$ cat config.mk
export PLATFORM = sky130hd
export DESIGN_NAME = fmac_dot4_ctrl
export DESIGN_NICKNAME = d
export VERILOG_FILES = /design/src/rtl/fmac_pkg.sv /design/src/rtl/fmac_operand_mux.sv /design/src/rtl/fmac_dot4_ctrl.sv
export SDC_FILE = /design/constraint.sdc
export NUM_CORES = 1
export LEC_CHECK = 0
export ABC_CLOCK_PERIOD_IN_PS = 1100
export BUFFER_PORTS_ARGS = -buffer_cell sky130_fd_sc_hd__buf_2
export CORE_MARGIN = 2
export CORE_UTILIZATION = 33
export CTS_CLUSTER_SIZE = 40
export DETAILED_ROUTE_END_ITERATION = 12
export GPL_ROUTABILITY_DRIVEN = 0
export PLACE_DENSITY = 0.8
export SYNTH_ARGS = -nofsm -noshare
export SYNTH_HDL_FRONTEND = slang
export SYNTH_SLANG_ARGS = --single-unit
export TNS_END_PERCENT = 50
$ cat constraint.sdc
create_clock -name clk -period 1.1 [get_ports clk]
set_input_delay 0 -clock clk [delete_from_list [all_inputs] [get_ports clk]]
set_output_delay 0 -clock clk [all_outputs]
set_load 0.01 [all_outputs]
$ cat src/rtl/fmac_pkg.sv
// Shared types and schedule constants for the 4-term floating-point
// dot-product sequencer (FloPoCo 11-bit format: exn[10:9] sign[8] exp[7:4] frac[3:0]).
package fmac_pkg;

    localparam int WE = 4;
    localparam int WF = 4;
    localparam int W  = 2 + 1 + WE + WF;

    typedef logic [W-1:0] float_t;

    // FloPoCo exception field encodings
    localparam logic [1:0] EXN_ZERO   = 2'b00;
    localparam logic [1:0] EXN_NORMAL = 2'b01;
    localparam logic [1:0] EXN_INF    = 2'b10;
    localparam logic [1:0] EXN_NAN    = 2'b11;

    // Schedule steps (step number == index of the active stateNN input)
    localparam logic [3:0] STEP_IDLE   = 4'd0;
    localparam logic [3:0] ISSUE_FIRST = 4'd1;
    localparam logic [3:0] ISSUE_LAST  = 4'd4;
    localparam logic [3:0] P1_CAPTURE  = 4'd3;
    localparam logic [3:0] ADD_FIRST   = 4'd4;
    localparam logic [3:0] ADD_LAST    = 4'd6;
    localparam logic [3:0] DONE        = 4'd7;

    // Collapse the one-hot schedule to a step number; the lowest-numbered
    // asserted state wins if several are high.
    function automatic logic [3:0] onehot_to_step(input logic [15:1] st);
        logic [3:0] s;
        s = STEP_IDLE;
        for (int i = 15; i >= 1; i--) begin
            if (st[i]) s = 4'(i);
        end
        return s;
    endfunction

endpackage

$ cat src/rtl/fmac_operand_mux.sv
// Step-to-operand decode: selects multiplier/adder operands and enables
// for the current schedule step. Purely combinational.
module fmac_operand_mux
    import fmac_pkg::*;
(
    input  logic         reset,
    input  logic [3:0]   step,
    input  logic [W-1:0] arg1,
    input  logic [W-1:0] arg2,
    input  logic [W-1:0] arg3,
    input  logic [W-1:0] arg4,
    input  logic [W-1:0] arg5,
    input  logic [W-1:0] arg6,
    input  logic [W-1:0] arg7,
    input  logic [W-1:0] arg8,
    input  logic [W-1:0] p1,
    input  logic [W-1:0] fmul_r,
    input  logic [W-1:0] fadd_r,
    output logic [W-1:0] fmul_x,
    output logic [W-1:0] fmul_y,
    output logic         fmul_ce,
    output logic [W-1:0] fadd_x,
    output logic [W-1:0] fadd_y,
    output logic         fadd_ce
);

    // Operand/enable decode; everything is forced to zero while reset is low.
    always_comb begin
        fmul_x  = '0;
        fmul_y  = '0;
        fmul_ce = 1'b0;
        fadd_x  = '0;
        fadd_y  = '0;
        fadd_ce = 1'b0;
        if (reset) begin
            case (step)
                4'd1: begin fmul_x = arg1; fmul_y = arg2; end
                4'd2: begin fmul_x = arg3; fmul_y = arg4; end
                4'd3: begin fmul_x = arg5; fmul_y = arg6; end
                4'd4: begin fmul_x = arg7; fmul_y = arg8; end
                default: ;
            endcase
            // One extra enabled edge after the last issue drains P4 out of
            // the two-stage multiplier.
            fmul_ce = (step >= ISSUE_FIRST) && (step <= ISSUE_LAST + 4'd1);
            if (step == ADD_FIRST) begin
                fadd_x  = p1;
                fadd_y  = fmul_r;
                fadd_ce = 1'b1;
            end else if ((step > ADD_FIRST) && (step <= ADD_LAST)) begin
                fadd_x  = fadd_r;
                fadd_y  = fmul_r;
                fadd_ce = 1'b1;
            end
        end
    end

endmodule

$ cat src/rtl/fmac_dot4_ctrl.sv
// Sequencer for R = a1*a2 + a3*a4 + a5*a6 + a7*a8 on a shared external
// fmul (latency 2) and fadd (latency 1), stepped by an external one-hot FSM.
// The final sum is left held on fadd_r.
// Optional macro FMAC_RESULT_REG_EN adds a registered result (acc_r/acc_valid).
module fmac_dot4_ctrl
    import fmac_pkg::*;
(
    input  logic         clk,
    input  logic         reset,
    input  logic [W-1:0] arg1,
    input  logic [W-1:0] arg2,
    input  logic [W-1:0] arg3,
    input  logic [W-1:0] arg4,
    input  logic [W-1:0] arg5,
    input  logic [W-1:0] arg6,
    input  logic [W-1:0] arg7,
    input  logic [W-1:0] arg8,
    output logic [W-1:0] fmul_x,
    output logic [W-1:0] fmul_y,
    output logic         fmul_ce,
    input  logic [W-1:0] fmul_r,
    output logic [W-1:0] fadd_x,
    output logic [W-1:0] fadd_y,
    output logic         fadd_ce,
    input  logic [W-1:0] fadd_r,
    input  logic         state01,
    input  logic         state02,
    input  logic         state03,
    input  logic         state04,
    input  logic         state05,
    input  logic         state06,
    input  logic         state07,
    input  logic         state08,
    input  logic         state09,
    input  logic         state10,
    input  logic         state11,
    input  logic         state12,
    input  logic         state13,
    input  logic         state14,
    input  logic         state15
`ifdef FMAC_RESULT_REG_EN
    ,
    output logic [W-1:0] acc_r,
    output logic         acc_valid
`endif
);

    logic [15:1]  st_vec;
    logic [3:0]   step;
    logic [W-1:0] p1;

    assign st_vec = {state15, state14, state13, state12, state11, state10, state09, state08,
                     state07, state06, state05, state04, state03, state02, state01};
    assign step   = onehot_to_step(st_vec);

    // Hold P1 aside so the first add can pair it with P2.
    always_ff @(posedge clk) begin
        if (!reset) begin
            p1 <= '0;
        end else if (step == P1_CAPTURE) begin
            p1 <= fmul_r;
        end
    end

    fmac_operand_mux u_mux (
        .reset   (reset),
        .step    (step),
        .arg1    (arg1),
        .arg2    (arg2),
        .arg3    (arg3),
        .arg4    (arg4),
        .arg5    (arg5),
        .arg6    (arg6),
        .arg7    (arg7),
        .arg8    (arg8),
        .p1      (p1),
        .fmul_r  (fmul_r),
        .fadd_r  (fadd_r),
        .fmul_x  (fmul_x),
        .fmul_y  (fmul_y),
        .fmul_ce (fmul_ce),
        .fadd_x  (fadd_x),
        .fadd_y  (fadd_y),
        .fadd_ce (fadd_ce)
    );

`ifdef FMAC_RESULT_REG_EN
    logic [W-1:0] acc_q;
    logic         acc_valid_q;

    // Capture the finished sum once per run; a new run clears the valid flag.
    always_ff @(posedge clk) begin
        if (!reset) begin
            acc_q       <= '0;
            acc_valid_q <= 1'b0;
        end else if (step == DONE) begin
            acc_q       <= fadd_r;
            acc_valid_q <= 1'b1;
        end else if (step == ISSUE_FIRST) begin
            acc_valid_q <= 1'b0;
        end
    end

    assign acc_r     = reset ? acc_q : '0;
    assign acc_valid = reset & acc_valid_q;
`endif

endmodule

==> reports/results.tsv <==
stage	metric	value	unit
status	status	finished with violations	
status	failed_checks	negative setup slack	
clock_tree	clock_tree.htree_level_count	1	
worst_setup_path	r2r-end	p1[3]	
logic_synthesis	synthesis.area_per_instance	7.06	um2
power_and_ir_drop	ir_drop	0.413	mV
final_layout	largest_reg_flops	11	
timing	timing.final.setup_violations	24	
floorplan	placementRows	23	
power_and_ir_drop	p_leak	1.29	nW
clock_tree	cts_hold_buf	0	
routing	wire_per_inst	16.6	um
final_layout	area.growth.synth_to_final	91.0	%
global_route	grt_first_pass_wirelength	10400	um
power_and_ir_drop	power-per-cell-area	595	mW/mm2
final_layout	drive_above_1_share	61.5	%
final_layout	reg.largest.list	p1 x11	
timing	maxClockFrequency	830	MHz
worst_setup_path	startpoint	state07	
timing	hold_viol	0	
logic_synthesis	yosysUniqueCellTypes	30	
worst_setup_path	setup.worst_path.end	fadd_x[6]	
global_route	global_route.overflow_total	0	
clock_tree	cts.sink_count	11	
worst_setup_path	critPathKind	primary input to output pin	
logic_synthesis	synth_seq_cells	11	
placed_design	dp_hpwl	4930	um
global_route	grt_use_total	25.8	%
worst_setup_path	worstPathMaxFanout	5	
clock_tree	tritoncts	built	
worst_setup_path	cp_slowest_cell	sky130_fd_sc_hd__o221a_2	
logic_synthesis	synth_fp_nets	329	
power_and_ir_drop	report.power.total	1.62	mW
timing	layout_setup_ws	-0.105	ns
timing	final_min_period_over_clock_period	110	%
timing	final-max-slew-violation-count	0	
routing	post-route-drc-count	0	
worst_setup_path	r2r_start	p1[3]	
worst_setup_path	critPathRequiredTime	1.10	ns
hold_path	timing.hold.worst.start	fmul_r[6]	
worst_setup_path	timing.reg2reg.setup_slack	0.44	ns
floorplan	die_width	69.7	um
routing	drt-vias-per-instance	5.48	
clock_tree	cts.path.max_buffers	2	
timing	timing.final.crit_period	1.21	ns
timing	tightestPinTransition	0.494	ns
clock_tree	post_cts.repair.setup_buffers	0	
worst_setup_path	critical_path.cell_chain	buf_8, nor4_4, o21ai_4, o221a_2, o21ai_1, buf_2	
logic_synthesis	syn-instance-count	202	
hold_path	hold_path.class	primary input to flop	
clock_tree	clk_root_buffer_cell	sky130_fd_sc_hd__clkbuf_8	
clock_tree	clk-insertion-delay-late	0.24	ns
floorplan	floorplan.die_area	0.00486	mm2
final_layout	design.final.nets	507	
final_layout	top_register	p1	
final_layout	fill_cells	362	
clock_tree	tritoncts.num_buffers	3	
timing	setup_total_negative_slack	-1.70	ns
timing	clock_skews	0	ns
timing	relSlewSlack	67.0	%
global_route	first_global_vias	2168	
clock_tree	clock_pin_slew_on_the_worst_setup_and_hold_paths	0.06	ns
worst_setup_path	critical_path.startpoint_type	primary input	
floorplan	initial_core_util	34.9	%
placed_design	placed_cells	420	
worst_setup_path	rr_worst_depth	2	
global_route	antenna_found_initial	0	
global_route	grt_start_max_net_pins	23	
routing	via_count	2350	
final_layout	antenna_cells_inserted	0	
final_layout	fin_cells	429	
routing	totalWireLength	7120	um
final_layout	most_common_cell_after_layout_fill_and_taps_aside	sky130_fd_sc_hd__buf_2	
logic_synthesis	netlist_area	0.00143	mm2
routing	detail_route.first_pass.iterations	5	
logic_synthesis	yosysWarnings	0	
worst_setup_path	data_arrival_critical_path	1.21	ns
routing	drtIter0Drc	153	
timing	rsz0062_at_grt	yes	
worst_setup_path	critical_path.max_stage_delay	0.36	ns
final_layout	mostFrequentLayoutCells	sky130_fd_sc_hd__buf_2, sky130_fd_sc_hd__a22oi_1, sky130_fd_sc_hd__nand2_1	
worst_setup_path	timing.critical_path.to_type	output pin	
placed_design	numPortBuffers	172	
run	timing.max_cap.violations	0	
routing	antenna_violating_nets_post_route	0	
floorplan	top_level_ports	173	
floorplan	core-area	0.00409	mm2
floorplan	die_height	69.7	um
logic_synthesis	ys_seq_area_share	15.5	%
-- timing repair --
item                       4_1_cts  5_1_grt
pin swaps                       23        7
setup endpoints to repair       45       45
cloned                           3        2
resized for setup               26       26
-- report_power, final --
part	switching (mW)	internal (mW)	total, mW
clock	0.176	0.256	0.432
combinational	0.372	0.397	0.769
sequential	0.00735	0.412	0.420
-- synth_stat cells, drive strengths merged --
library cell	n	area share (%)
and3	1	0.44
nor2	4	1.1
o21ai	35	13
or3	1	0.44
nor4	1	0.88
nand3	1	0.35
or4	1	0.53
a21oi	1	0.35
nand2	34	9.0
a21boi	11	5.8
a22oi	44	23
buf	13	5.8
o21a	1	0.53
o31a	1	0.61
nor3b	12	11
inv	2	0.53
dfxtp	11	15
nor2b	1	0.44
o221a	1	1.4
and3b	1	0.61
nor3	3	1.4
and2	2	0.88
clkbuf	9	2.5
nand4	11	4.8
-- layer usage --
metal	up-vias	part of all wire [%]	track usage, %
met5	-	0	0
li1	1137	-	-
met4	0	1.2	4.70
met3	10	10	5.09
met2	137	50	45.9
met1	1066	39	32.5
-- critical path, delay by kind of cell --
family,cells,cell delay (ns)
buffers and inverters,2,0.25
AO/OA/AOI/OAI,3,0.64
AND/OR/NAND/NOR,1,0.31
-- area by class of cell --
type                            count  area [um2]  share of cell area, %
Timing Repair Buffer              192        1140                   42.0
Multi-Input combinational cell    170        1240                   45.7
Sequential cell                    11         220                   8.09
Clock buffer                        4        45.0                   1.66
Tap cell                           50        62.6                   2.30
Inverter                            2        7.51                  0.276
-- how the worst min path moves through the flow --
stage	to	cells past startpoint
5_1_grt	p1[4]	3
3_5_place_dp	p1[10]	3
2_1_floorplan	p1[0]	2
6_report	p1[6]	3
4_1_cts	p1[10]	3
3_3_place_gp	p1[2]	3
-- through the flow --
stage	area [um2]	setup slack (ns)	hold slack, ns	util [%]
3_3_place_gp	2430	-0.117	0.262	59.4
6_report	2720	-0.105	0.0158	66.6
3_5_place_dp	2430	-0.160	0.273	59.4
2_1_floorplan	1430	0.0559	0.145	-
4_1_cts	2610	-0.101	0.0222	63.7
5_1_grt	2720	-0.148	0.0320	66.6
-- cells by family after synthesis --
| logic type | synth area share (%) |
|---|---|
| flops | 15.5 |
| buf+inv | 8.78 |
| simple gates | 31.3 |
| compound gates | 44.4 |
(Power assumes the default switching activity.)
